$ cat src/rtl/cache_arb_pkg.sv
// Shared types and the wrap-around priority scan used by the coherence bus arbiter.
// Both the primary and the snoop selection use the same scan.
package cache_arb_pkg;
    localparam int MAX_PROC = 8;

    typedef logic [2:0] idx_t;

    typedef enum logic {P_IDLE, P_OWN} p_state_t;
    typedef enum logic [1:0] {S_IDLE, S_SNOOP, S_MEM} s_state_t;

    typedef struct packed {
        logic valid;
        idx_t idx;
    } pick_t;

    // Scan downward in offset so the smallest offset from start is the last hit kept.
    function automatic pick_t rr_pick(input logic [MAX_PROC-1:0] req, input idx_t start, input int n);
        pick_t p;
        int    j;
        p = '0;
        for (int i = MAX_PROC - 1; i >= 0; i--) begin
            if (i < n) begin
                j = (int'(start) + i) % n;
                if (req[j]) begin
                    p.valid = 1'b1;
                    p.idx   = idx_t'(j);
                end
            end
        end
        return p;
    endfunction

    function automatic idx_t next_idx(input idx_t i, input int n);
        return (int'(i) + 1 >= n) ? '0 : idx_t'(i + 3'd1);
    endfunction
endpackage

$ cat src/rtl/cache_bus_arbiter_if.sv
// Com_Bus request/grant bundle; master is the arbiter side, slave the caches and memory.
interface cache_bus_arbiter_if #(parameter int NUM_PROC = 8);
    logic [NUM_PROC-1:0] Com_Bus_Req_proc;
    logic [NUM_PROC-1:0] Com_Bus_Req_snoop;
    logic                Mem_snoop_req;
    logic [NUM_PROC-1:0] Com_Bus_Gnt_proc;
    logic [NUM_PROC-1:0] Com_Bus_Gnt_snoop;
    logic                Mem_snoop_gnt;
    logic                Arb_timeout;

    modport master (
        input  Com_Bus_Req_proc, Com_Bus_Req_snoop, Mem_snoop_req,
        output Com_Bus_Gnt_proc, Com_Bus_Gnt_snoop, Mem_snoop_gnt, Arb_timeout
    );

    modport slave (
        output Com_Bus_Req_proc, Com_Bus_Req_snoop, Mem_snoop_req,
        input  Com_Bus_Gnt_proc, Com_Bus_Gnt_snoop, Mem_snoop_gnt, Arb_timeout
    );
endinterface

$ cat src/rtl/rr_pick_logic.sv
// Combinational rotate-priority encoder: first set bit of req at or after start, wrapping.
module rr_pick_logic
    import cache_arb_pkg::*;
#(
    parameter int N = 8
) (
    input  logic [N-1:0] req,
    input  idx_t         start,
    output logic         valid,
    output idx_t         idx
);
    logic [MAX_PROC-1:0] req_ext;
    pick_t               p;

    always_comb begin
        req_ext        = '0;
        req_ext[N-1:0] = req;
        p              = rr_pick(req_ext, start, N);
    end

    assign valid = p.valid;
    assign idx   = p.idx;
endmodule

$ cat src/rtl/cache_bus_arbiter.sv
// Round-robin Com_Bus arbiter: primary owner grant plus a nested snoop/memory data slot.
// All grants and the hold-timeout pulse are registered.
module cache_bus_arbiter
    import cache_arb_pkg::*;
#(
    parameter int NUM_PROC = 8,
    parameter int MAX_HOLD = 255
) (
    input  logic                clk,
    input  logic                rst,
    cache_bus_arbiter_if.master bus
);
    localparam logic [7:0] HOLD_LIM = 8'(MAX_HOLD);

    p_state_t            p_state;
    s_state_t            s_state;
    idx_t                owner, snoop_idx, rr_ptr;
    logic [7:0]          hold_cnt;
    logic [NUM_PROC-1:0] gnt_proc, gnt_snoop;
    logic                mem_gnt, tmo;

    logic                p_valid, s_valid;
    idx_t                p_idx, s_idx;
    logic [NUM_PROC-1:0] owner_oh, snoop_cand;

    function automatic logic [NUM_PROC-1:0] onehot(input idx_t i);
        return {{(NUM_PROC-1){1'b0}}, 1'b1} << i;
    endfunction

    // The owner's own snoop request never competes for the data slot.
    assign owner_oh   = onehot(owner);
    assign snoop_cand = bus.Com_Bus_Req_snoop & ~owner_oh;

    rr_pick_logic #(.N(NUM_PROC)) u_pick_proc (
        .req   (bus.Com_Bus_Req_proc),
        .start (rr_ptr),
        .valid (p_valid),
        .idx   (p_idx)
    );

    rr_pick_logic #(.N(NUM_PROC)) u_pick_snoop (
        .req   (snoop_cand),
        .start (next_idx(owner, NUM_PROC)),
        .valid (s_valid),
        .idx   (s_idx)
    );

    always_ff @(posedge clk or posedge rst) begin
        if (rst) begin
            p_state   <= P_IDLE;
            s_state   <= S_IDLE;
            owner     <= '0;
            snoop_idx <= '0;
            rr_ptr    <= '0;
            hold_cnt  <= '0;
            gnt_proc  <= '0;
            gnt_snoop <= '0;
            mem_gnt   <= 1'b0;
            tmo       <= 1'b0;
        end else begin
            tmo <= 1'b0;
            case (p_state)
                P_IDLE: begin
                    if (p_valid) begin
                        p_state  <= P_OWN;
                        owner    <= p_idx;
                        gnt_proc <= onehot(p_idx);
                        hold_cnt <= '0;
                    end
                end
                P_OWN: begin
                    if (!bus.Com_Bus_Req_proc[owner]) begin
                        // Owner release beats any pending secondary activity.
                        p_state   <= P_IDLE;
                        rr_ptr    <= next_idx(owner, NUM_PROC);
                        gnt_proc  <= '0;
                        s_state   <= S_IDLE;
                        gnt_snoop <= '0;
                        mem_gnt   <= 1'b0;
                    end else begin
                        if (hold_cnt != 8'hFF) begin
                            hold_cnt <= hold_cnt + 8'd1;
                            if (hold_cnt + 8'd1 == HOLD_LIM) tmo <= 1'b1;
                        end
                        case (s_state)
                            S_IDLE: begin
                                if (s_valid) begin
                                    s_state   <= S_SNOOP;
                                    snoop_idx <= s_idx;
                                    gnt_snoop <= onehot(s_idx);
                                end else if (bus.Mem_snoop_req) begin
                                    s_state <= S_MEM;
                                    mem_gnt <= 1'b1;
                                end
                            end
                            S_SNOOP: begin
                                if (!bus.Com_Bus_Req_snoop[snoop_idx]) begin
                                    s_state   <= S_IDLE;
                                    gnt_snoop <= '0;
                                end
                            end
                            S_MEM: begin
                                if (!bus.Mem_snoop_req) begin
                                    s_state <= S_IDLE;
                                    mem_gnt <= 1'b0;
                                end
                            end
                            default: s_state <= S_IDLE;
                        endcase
                    end
                end
                default: p_state <= P_IDLE;
            endcase
        end
    end

    assign bus.Com_Bus_Gnt_proc  = gnt_proc;
    assign bus.Com_Bus_Gnt_snoop = gnt_snoop;
    assign bus.Mem_snoop_gnt     = mem_gnt;
    assign bus.Arb_timeout       = tmo;
endmodule

$ cat src/flat_wrapper.sv
// flat-port wrapper written by rule: the top's interface ports become plain ports
module cache_bus_arbiter_flat import cache_arb_pkg::*;
#(
    parameter int NUM_PROC = 8,
    parameter int MAX_HOLD = 255
)
  (clk, rst, bus_Com_Bus_Req_proc, bus_Com_Bus_Req_snoop, bus_Mem_snoop_req, bus_Com_Bus_Gnt_proc, bus_Com_Bus_Gnt_snoop, bus_Mem_snoop_gnt, bus_Arb_timeout);
  cache_bus_arbiter_if #(.NUM_PROC(NUM_PROC)) bus_i ();
  input  logic clk;
  input  logic rst;
  input wire logic [$bits(bus_i.Com_Bus_Req_proc)-1:0] bus_Com_Bus_Req_proc;
  input wire logic [$bits(bus_i.Com_Bus_Req_snoop)-1:0] bus_Com_Bus_Req_snoop;
  input wire logic [$bits(bus_i.Mem_snoop_req)-1:0] bus_Mem_snoop_req;
  output wire logic [$bits(bus_i.Com_Bus_Gnt_proc)-1:0] bus_Com_Bus_Gnt_proc;
  output wire logic [$bits(bus_i.Com_Bus_Gnt_snoop)-1:0] bus_Com_Bus_Gnt_snoop;
  output wire logic [$bits(bus_i.Mem_snoop_gnt)-1:0] bus_Mem_snoop_gnt;
  output wire logic [$bits(bus_i.Arb_timeout)-1:0] bus_Arb_timeout;
  assign bus_i.Com_Bus_Req_proc = bus_Com_Bus_Req_proc;
  assign bus_i.Com_Bus_Req_snoop = bus_Com_Bus_Req_snoop;
  assign bus_i.Mem_snoop_req = bus_Mem_snoop_req;
  assign bus_Com_Bus_Gnt_proc = bus_i.Com_Bus_Gnt_proc;
  assign bus_Com_Bus_Gnt_snoop = bus_i.Com_Bus_Gnt_snoop;
  assign bus_Mem_snoop_gnt = bus_i.Mem_snoop_gnt;
  assign bus_Arb_timeout = bus_i.Arb_timeout;
  cache_bus_arbiter #(.NUM_PROC(NUM_PROC), .MAX_HOLD(MAX_HOLD)) u_core (.clk(clk), .rst(rst), .bus(bus_i));
endmodule
$ cat config.mk
export PLATFORM = sky130hd
export DESIGN_NAME = cache_bus_arbiter_flat
export DESIGN_NICKNAME = d
export VERILOG_FILES = /design/src/rtl/cache_arb_pkg.sv /design/src/rtl/cache_bus_arbiter_if.sv /design/src/rtl/rr_pick_logic.sv /design/src/rtl/cache_bus_arbiter.sv /design/src/flat_wrapper.sv
export SDC_FILE = /design/constraint.sdc
export NUM_CORES = 1
export LEC_CHECK = 0
export ABC_AREA = 1
export CAP_MARGIN = 0
export CORE_MARGIN = 2
export CORE_UTILIZATION = 45
export DETAILED_ROUTE_END_ITERATION = 12
export PLACE_DENSITY = 0.68
export SETUP_SLACK_MARGIN = 0.15
export SLEW_MARGIN = 0
export SYNTH_ARGS = -nofsm -noshare
export SYNTH_HDL_FRONTEND = slang
export SYNTH_SLANG_ARGS = --single-unit
$ cat constraint.sdc
create_clock -name clk -period 2.6 [get_ports clk]
set_clock_uncertainty 0.1 [all_clocks]
set_input_delay 0.52 -clock clk [delete_from_list [all_inputs] [get_ports clk]]
set_output_delay 0.52 -clock clk [all_outputs]
set_load 0.01 [all_outputs]
======== After elaboration in Yosys (flattened, before gate mapping) ========
Index checks and enable logic that the tools add are counted.
storage, ports and cells
  register bits ........................... 38
  input bits .............................. 19
  output and inout bits ................... 18
  logic and storage cells ................. 202
cells by class
  add/sub/neg operators ................... 17
  order comparisons ....................... 19
  equal/unequal tests ..................... 16
  shift operators ......................... 3
  muxes and demuxes ....................... 96
  bitwise gates (word level) .............. 18
  reductions and logical operators ........ 23
operator list
  kind                                                                 count
  less-than comparator 4 x 5 -> 1 bit (second input constant)          14
  2-to-1 mux 4 bit                                                     16
  2-to-1 mux 8 bit                                                     8
  binary-select mux 1 bit (select 3 bit)                               18
  one-hot mux 8 bit (2 select lines)                                   3
  2-to-1 mux 1 bit                                                     42
  OR reduction 3 bit                                                   14
  greater-or-equal comparator 32 x 5 -> 1 bit (second input constant)  1
  adder 3 bit (second input constant)                                  8
  left shift 1 x 3 -> 8 bit (first input constant)                     3
  != test 3 bit (second input constant)                                7
  less-than comparator 3 x 4 -> 1 bit (second input constant)          4
  bitwise AND 1 bit (first input constant)                             14
  adder 3 x 2 -> 3 bit (second input constant)                         4
  AND reduction 4 bit                                                  3
  2-to-1 mux 2 bit                                                     5
  adder 3 x 1 -> 3 bit (second input constant)                         3
  adder 8 x 1 -> 8 bit (second input constant)                         1
  bitwise AND 8 bit                                                    1
  == test 8 bit (second input constant)                                1
  != test 2 bit (second input constant)                                4
  != test 8 bit (second input constant)                                1
  inverter 8 bit                                                       1
  one-hot mux 2 bit (3 select lines)                                   1
  11 further kinds                                                     15

======== Logic depth before layout (Yosys ltp) ========
  depth after elaboration ................. 21
  gate-level depth with buffers ........... 22
  mapped depth without buffers ............ 21

======== Modules after synthesis ========
A second synthesis with hierarchy kept.
second synthesis, totals
  cell total of the unflattened synthesis .. 538
  area total of the unflattened synthesis .. 3748.6 um2
by module, submodules not included
  module             instances  cells an instance  area each (um2)  seq. area each (um2)
  cache_bus_arbiter  1          282                2159.6           950.9
  rr_pick_logic      2          128                794.5            0.0

======== Worst setup path after synthesis ========
Ideal clock, no wire load.
  path type ............................... register -> register
  from .................................... reg u_core.owner[0]
  to ...................................... reg u_core.gnt_snoop[5], in the netlist u_core.bus.Com_Bus_Gnt_snoop[5]
  library setup time ...................... 0.117 ns
  data arrival time ....................... 2.560 ns
  required time ........................... 2.383 ns
  slack ................................... -0.177 ns
  stages on the path, launching flop included .. 21
  buffers on the path ..................... 2
  period minus slack after synthesis ...... 2.777 ns
  cells stage by stage .................... dfrtp_1 -> inv_2 -> buf_4 -> ha_1 -> nand2_4 -> buf_12 -> ha_1 -> inv_1 -> nand3_1 -> nand3_1 -> nand2_1 -> inv_2 -> nand2_1 -> nor2_1 -> nand2_2 -> nand3_2 -> nor2_1 -> nand2_1 -> inv_2 -> nand3_1 -> nand2_1
between the ends
  cells in the longest elaborated chain, start to end .. 19
  elaborated cells between the ends (all ways) .. 55
  those cells by class .................... add/sub: 9; order compare: 1; eq/ne: 3; shift: 2; mux: 37; bitwise: 2; reduce/logical: 1
RTL lines
  item                                                 RTL line                 text
  start, declared                                      cache_bus_arbiter.sv:17  idx_t owner, snoop_idx, rr_ptr;
  start signal, assigned                               cache_bus_arbiter.sv:66  owner <= p_idx;
  adder 3 x 1 -> 4 bit                                 cache_arb_pkg.sv:34      return (int'(i) + 1 >= n) ? '0 : idx_t'(i + 3'd1);
  greater-or-equal comparator 32 x 5 -> 1 bit          cache_arb_pkg.sv:34
  2-to-1 mux 3 bit                                     cache_arb_pkg.sv:34
  adder 3 bit                                          cache_arb_pkg.sv:23      j = (int'(start) + i) % n;
  binary-select mux 1 bit (select 3 bit)               cache_arb_pkg.sv:24      if (req[j]) begin
  2-to-1 mux 1 bit (implied by the code) (2 in a row)  cache_arb_pkg.sv:24
  2-to-1 mux 4 bit (8 in a row)                        cache_arb_pkg.sv:24
  left shift 1 x 3 -> 8 bit                            cache_bus_arbiter.sv:27  return {{(NUM_PROC-1){1'b0}}, 1'b1} << i;
  2-to-1 mux 8 bit                                     cache_bus_arbiter.sv:87  if (s_valid) begin
  one-hot mux 8 bit (2 select lines)                   cache_bus_arbiter.sv:85  case (s_state)
  2-to-1 mux 8 bit                                     cache_bus_arbiter.sv:72  if (!bus.Com_Bus_Req_proc[owner]) begin
  end signal, assigned                                 cache_bus_arbiter.sv:90  gnt_snoop <= onehot(s_idx);
  end, declared                                        cache_bus_arbiter.sv:19  logic [NUM_PROC-1:0] gnt_proc, gnt_snoop;
Several ways; a longest one is shown, not always the timed one. The select of a mux whose other input is x is not followed.
A chain may end at the register's enable or synchronous reset.

======== Worst setup path in the final report ========
  from .................................... reg u_core.owner[1]
  to ...................................... reg u_core.gnt_snoop[6], in the netlist u_core.bus.Com_Bus_Gnt_snoop[6]
The elaborated chain is that of the path after synthesis.

==> results.txt <==
* Outcome: finished, final reports clean
- The die is 91.8 um wide.
* Layout Nets: 626
- Antenna violations before repair: 0
- Worst endpoint required time: 2.72 ns
- The critical path is of the reg -> reg type.
- In this run the tightest slew margin relative to its limit is 66.1%.
- Clock-pin slew reported for the worst setup and hold paths after clock tree synthesis: 0.08 ns
- Cell at the root of the clock tree: clkbuf_8
- The tool flagged a number of max-cap violations equal to 0.
- Share of cell area taken by muxes after synthesis: 0%
* Proportion of synthesized chip area in sequential cells: 27.4%
- Counting the buffers created by CTS gives 5.
* Final hold vios: 0
* Cell row count: 32
* GR Util All Layers: 21.8%
- For the final routed database, the setup TNS stands at 0 ns.
- After synthesis, the netlist uses 38 different library cells.
- The post-route netlist has 34.4% of its cells at a drive strength greater than 1.
- The number of placed instances, taps included, is 678.
* Cell Count, Final, Fillers Out: 698
- Die Height: 91.8 um
- The critical path goes through inv_2 -> ha_4 -> nand2_4 -> buf_12 -> inv_6 -> nand3_2 -> nand3_2 -> nand2_2 -> nor2_4 -> nand2_1 -> nand3_1 -> nand2_1 -> nand2_1 -> nand2_1 -> nand2_2 -> nand2_4 -> nor2_4 -> nand2_1 -> nand2_1.
- The first global-routing pass estimated 15,100 um of wire.
* # DRC: 0
- The routed layout has 3,623 vias.
- Remaining antenna violation count after routing: 0
- For this design, the CTS-stage hold fixing added 0 buffers.
* Arrival time of the worst setup path: 2.58 ns
- The cell count after synthesis came out at 521.
- Gp weighted congestion: 0.950
* Number of detailed-route iterations in the first pass: 4
- For this design, the slowest cell found on the critical path is dfrtp_2.
- Remaining global-route overflow: 0
* Wirelength, routed: 9290 um
- At the later pin of the worst-skew pair, clock insertion delay measures 0.29 ns.
* Core footprint: 7610 um2
* Crit-path max FO: 10
- Entering global routing, the biggest net connects 39 pins.
- The area growth from synthesis to layout is 37.9%.
* Simple-gate portion of the synthesized area: 42.7%
* Vias per cell: 5.19
* Path category of the worst min-delay check: reg -> reg
- For this run, the top clock speed supported by timing is 406 MHz.
- Max-slew violation count: 0
* Number of H-tree levels: 2
* First DRT Iteration DRCs: 216
- Setup violations remaining at the end of the flow were counted as 0.
- Startpoint kind of the worst setup timing path: flop
* Longest Clk Path Bufs: 2
- Worst stage delay on the critical path: 0.44 ns
* Xor/xnor cell area share of the yosys netlist: 2.71%
- Fin crit period: 2.47 ns
* Portion of the clock cycle consumed by the worst path in the final layout: 94.8%
- After synthesis the cells add up to 3470 um2.
* Area fraction in compound gates after synthesis: 11.8%
* Starting density of the core: 45.6%
* Library cell appearing most often on the critical path: nand2_1
- For this design the top-level I/O count stands at 37.
* Dominant combinational cell family by area after synthesis: simple AND/OR/NAND/NOR gates
- The HPWL after detailed placement is 7030 um.
- The number of nets in the synthesized netlist is 552.
- At the pin with the least slew margin, the transition time is 0.501 ns.
* Nature of the critical path endpoint: flop
- Yosys printed 0 warnings.
* Number of antenna cells inserted: 0
- Arithmetic-cell share of the synthesized area counting full adders, half adders and majority gates: 4.33%
- The die covers 8420 um2.
* Avg WL per Cell: 13.3 um
- Via count of the first global-routing pass: 3,371
* Port Buffer Count: 36
- Clock tree synthesis found a total of 38 sinks.
- Setup repair after global routing could not meet its margin everywhere.
* Synthesized area per cell: 6.65 um2
* Filler cell count in the final layout: 689
- At the end of the flow the core is filled with cells to 62.8%.
* Number of storage elements in the synthesis netlist: 38
- TritonCTS clock tree: built
[registers in the layout, summed over array words and instances (netlist names)]
register and cells:
u_core.bus.Arb_timeout 1, u_core.rr_ptr 3, u_core.snoop_idx 3, u_core.bus.Mem_snoop_gnt 1, u_core.owner 3, u_core.s_state 2
u_core.p_state 1, u_core.bus.Com_Bus_Gnt_proc 8, u_core.hold_cnt 8, u_core.bus.Com_Bus_Gnt_snoop 8
[placed cells by master (no fill, tap or decap), types with 3 or more instances in the layout]
master and count:
nand2_1 140, inv_1 49, nand3_1 40, nand3_2 38, buf_4 36, dfrtp_1 36, nand2_2 34, clkdlybuf4s50_1 33
inv_2 21, o21ai_0 20, nor2_1 16, a21oi_1 15, o21ai_1 10, o21ai_2 9, nand2_4 9, nand3_4 9
o22ai_1 6, nor2_2 6, clkbuf_8 6, nand4_1 5, nor2_4 5, xor2_1 5, ha_4 5, inv_4 4
ha_1 4, ha_2 3, dlymetal6s2s_1 3
[per-layer routing]
layer  global-route usage [%]  vias up  part of all wire (%)
met3                     3.45       16                   3.9
met5                        0        -                     0
met4                     4.60        0                   1.4
li1                         -     1845                     -
met1                     28.6     1679                    45
met2                     38.1       83                    50
[synth_stat cells (all sizes together)]
master | count | share of area [%]
clkinv | 1 | 0.11
o221ai | 2 | 0.51
o21bai | 1 | 0.22
clkbuf | 1 | 0.11
nand2 | 184 | 22
or4 | 1 | 0.22
o21ai | 40 | 6.5
nor3 | 3 | 0.90
a21oi | 16 | 2.3
inv | 75 | 8.2
dfrtp | 38 | 27
ha | 12 | 4.3
nand4 | 5 | 0.90
o31ai | 1 | 0.22
o311ai | 1 | 0.25
or2 | 1 | 0.18
xnor2 | 1 | 0.25
nor2 | 27 | 3.6
o22ai | 6 | 1.1
nand3 | 87 | 15
o211ai | 2 | 0.72
xor2 | 8 | 2.5
buf | 8 | 2.5
[metrics by stage]
stage	hold slack (ns)	instance area (um2)	setup slack [ns]
after floorplan	0.342	3550	0.100
after global placement	0.364	4180	-0.0312
after detailed placement	0.364	4180	-0.0878
after CTS	0.386	4410	0.164
after global routing	0.415	4780	0.00975
final	0.384	4780	0.134
[path summary, 6_finish.rpt]
check	end	cells past startpoint	slack [ns]	start
max	u_core.bus.Com_Bus_Gnt_snoop[6]	19	0.13	u_core.owner[1]
min	u_core.bus.Com_Bus_Gnt_proc[3]	2	0.38	u_core.bus.Com_Bus_Gnt_proc[3]
max reg2reg	u_core.bus.Com_Bus_Gnt_snoop[6]	19	0.13	u_core.owner[1]
min reg2reg	u_core.bus.Com_Bus_Gnt_proc[3]	2	0.38	u_core.bus.Com_Bus_Gnt_proc[3]
max in group asynchronous	u_core.owner[1]	3	1.48	rst
min in group asynchronous	u_core.bus.Arb_timeout	3	0.54	rst
[cell type report]
class | count | area (um2) | area share (%)
Multi-Input combinational cell | 398 | 2600 | 54.4
Inverter | 76 | 300 | 6.28
Sequential cell | 38 | 953 | 20.0
Tap cell | 102 | 128 | 2.67
Clock buffer | 6 | 82.6 | 1.73
Timing Repair Buffer | 76 | 701 | 14.7
Clock inverter | 2 | 12.5 | 0.262
[worst max-delay path: cells and delay by family, from the launching register on]
kind	cells	cell delay, ns
flip-flops	1	0.44
adder cells (fa/ha/maj)	1	0.29
AND/OR/NAND/NOR	15	1.23
buffers and inverters	3	0.32
[cell families after synthesis]
kind of cell	Yosys count
xor+xnor	9
fa+ha+maj	12
buf+inv	85
flops	38
simple gates	308
compound gates	69
[timing repair]
item,4_1_cts,5_1_grt
pin swaps,10,37
gates resized for setup,16,88
buffers inserted,9,3
endpoints found under the setup margin,12,35
gates cloned,0,0
Power is left out: the tool's default activity adds up to more than one toggle a clock period on the data nets, which glitch-free logic cannot reach.
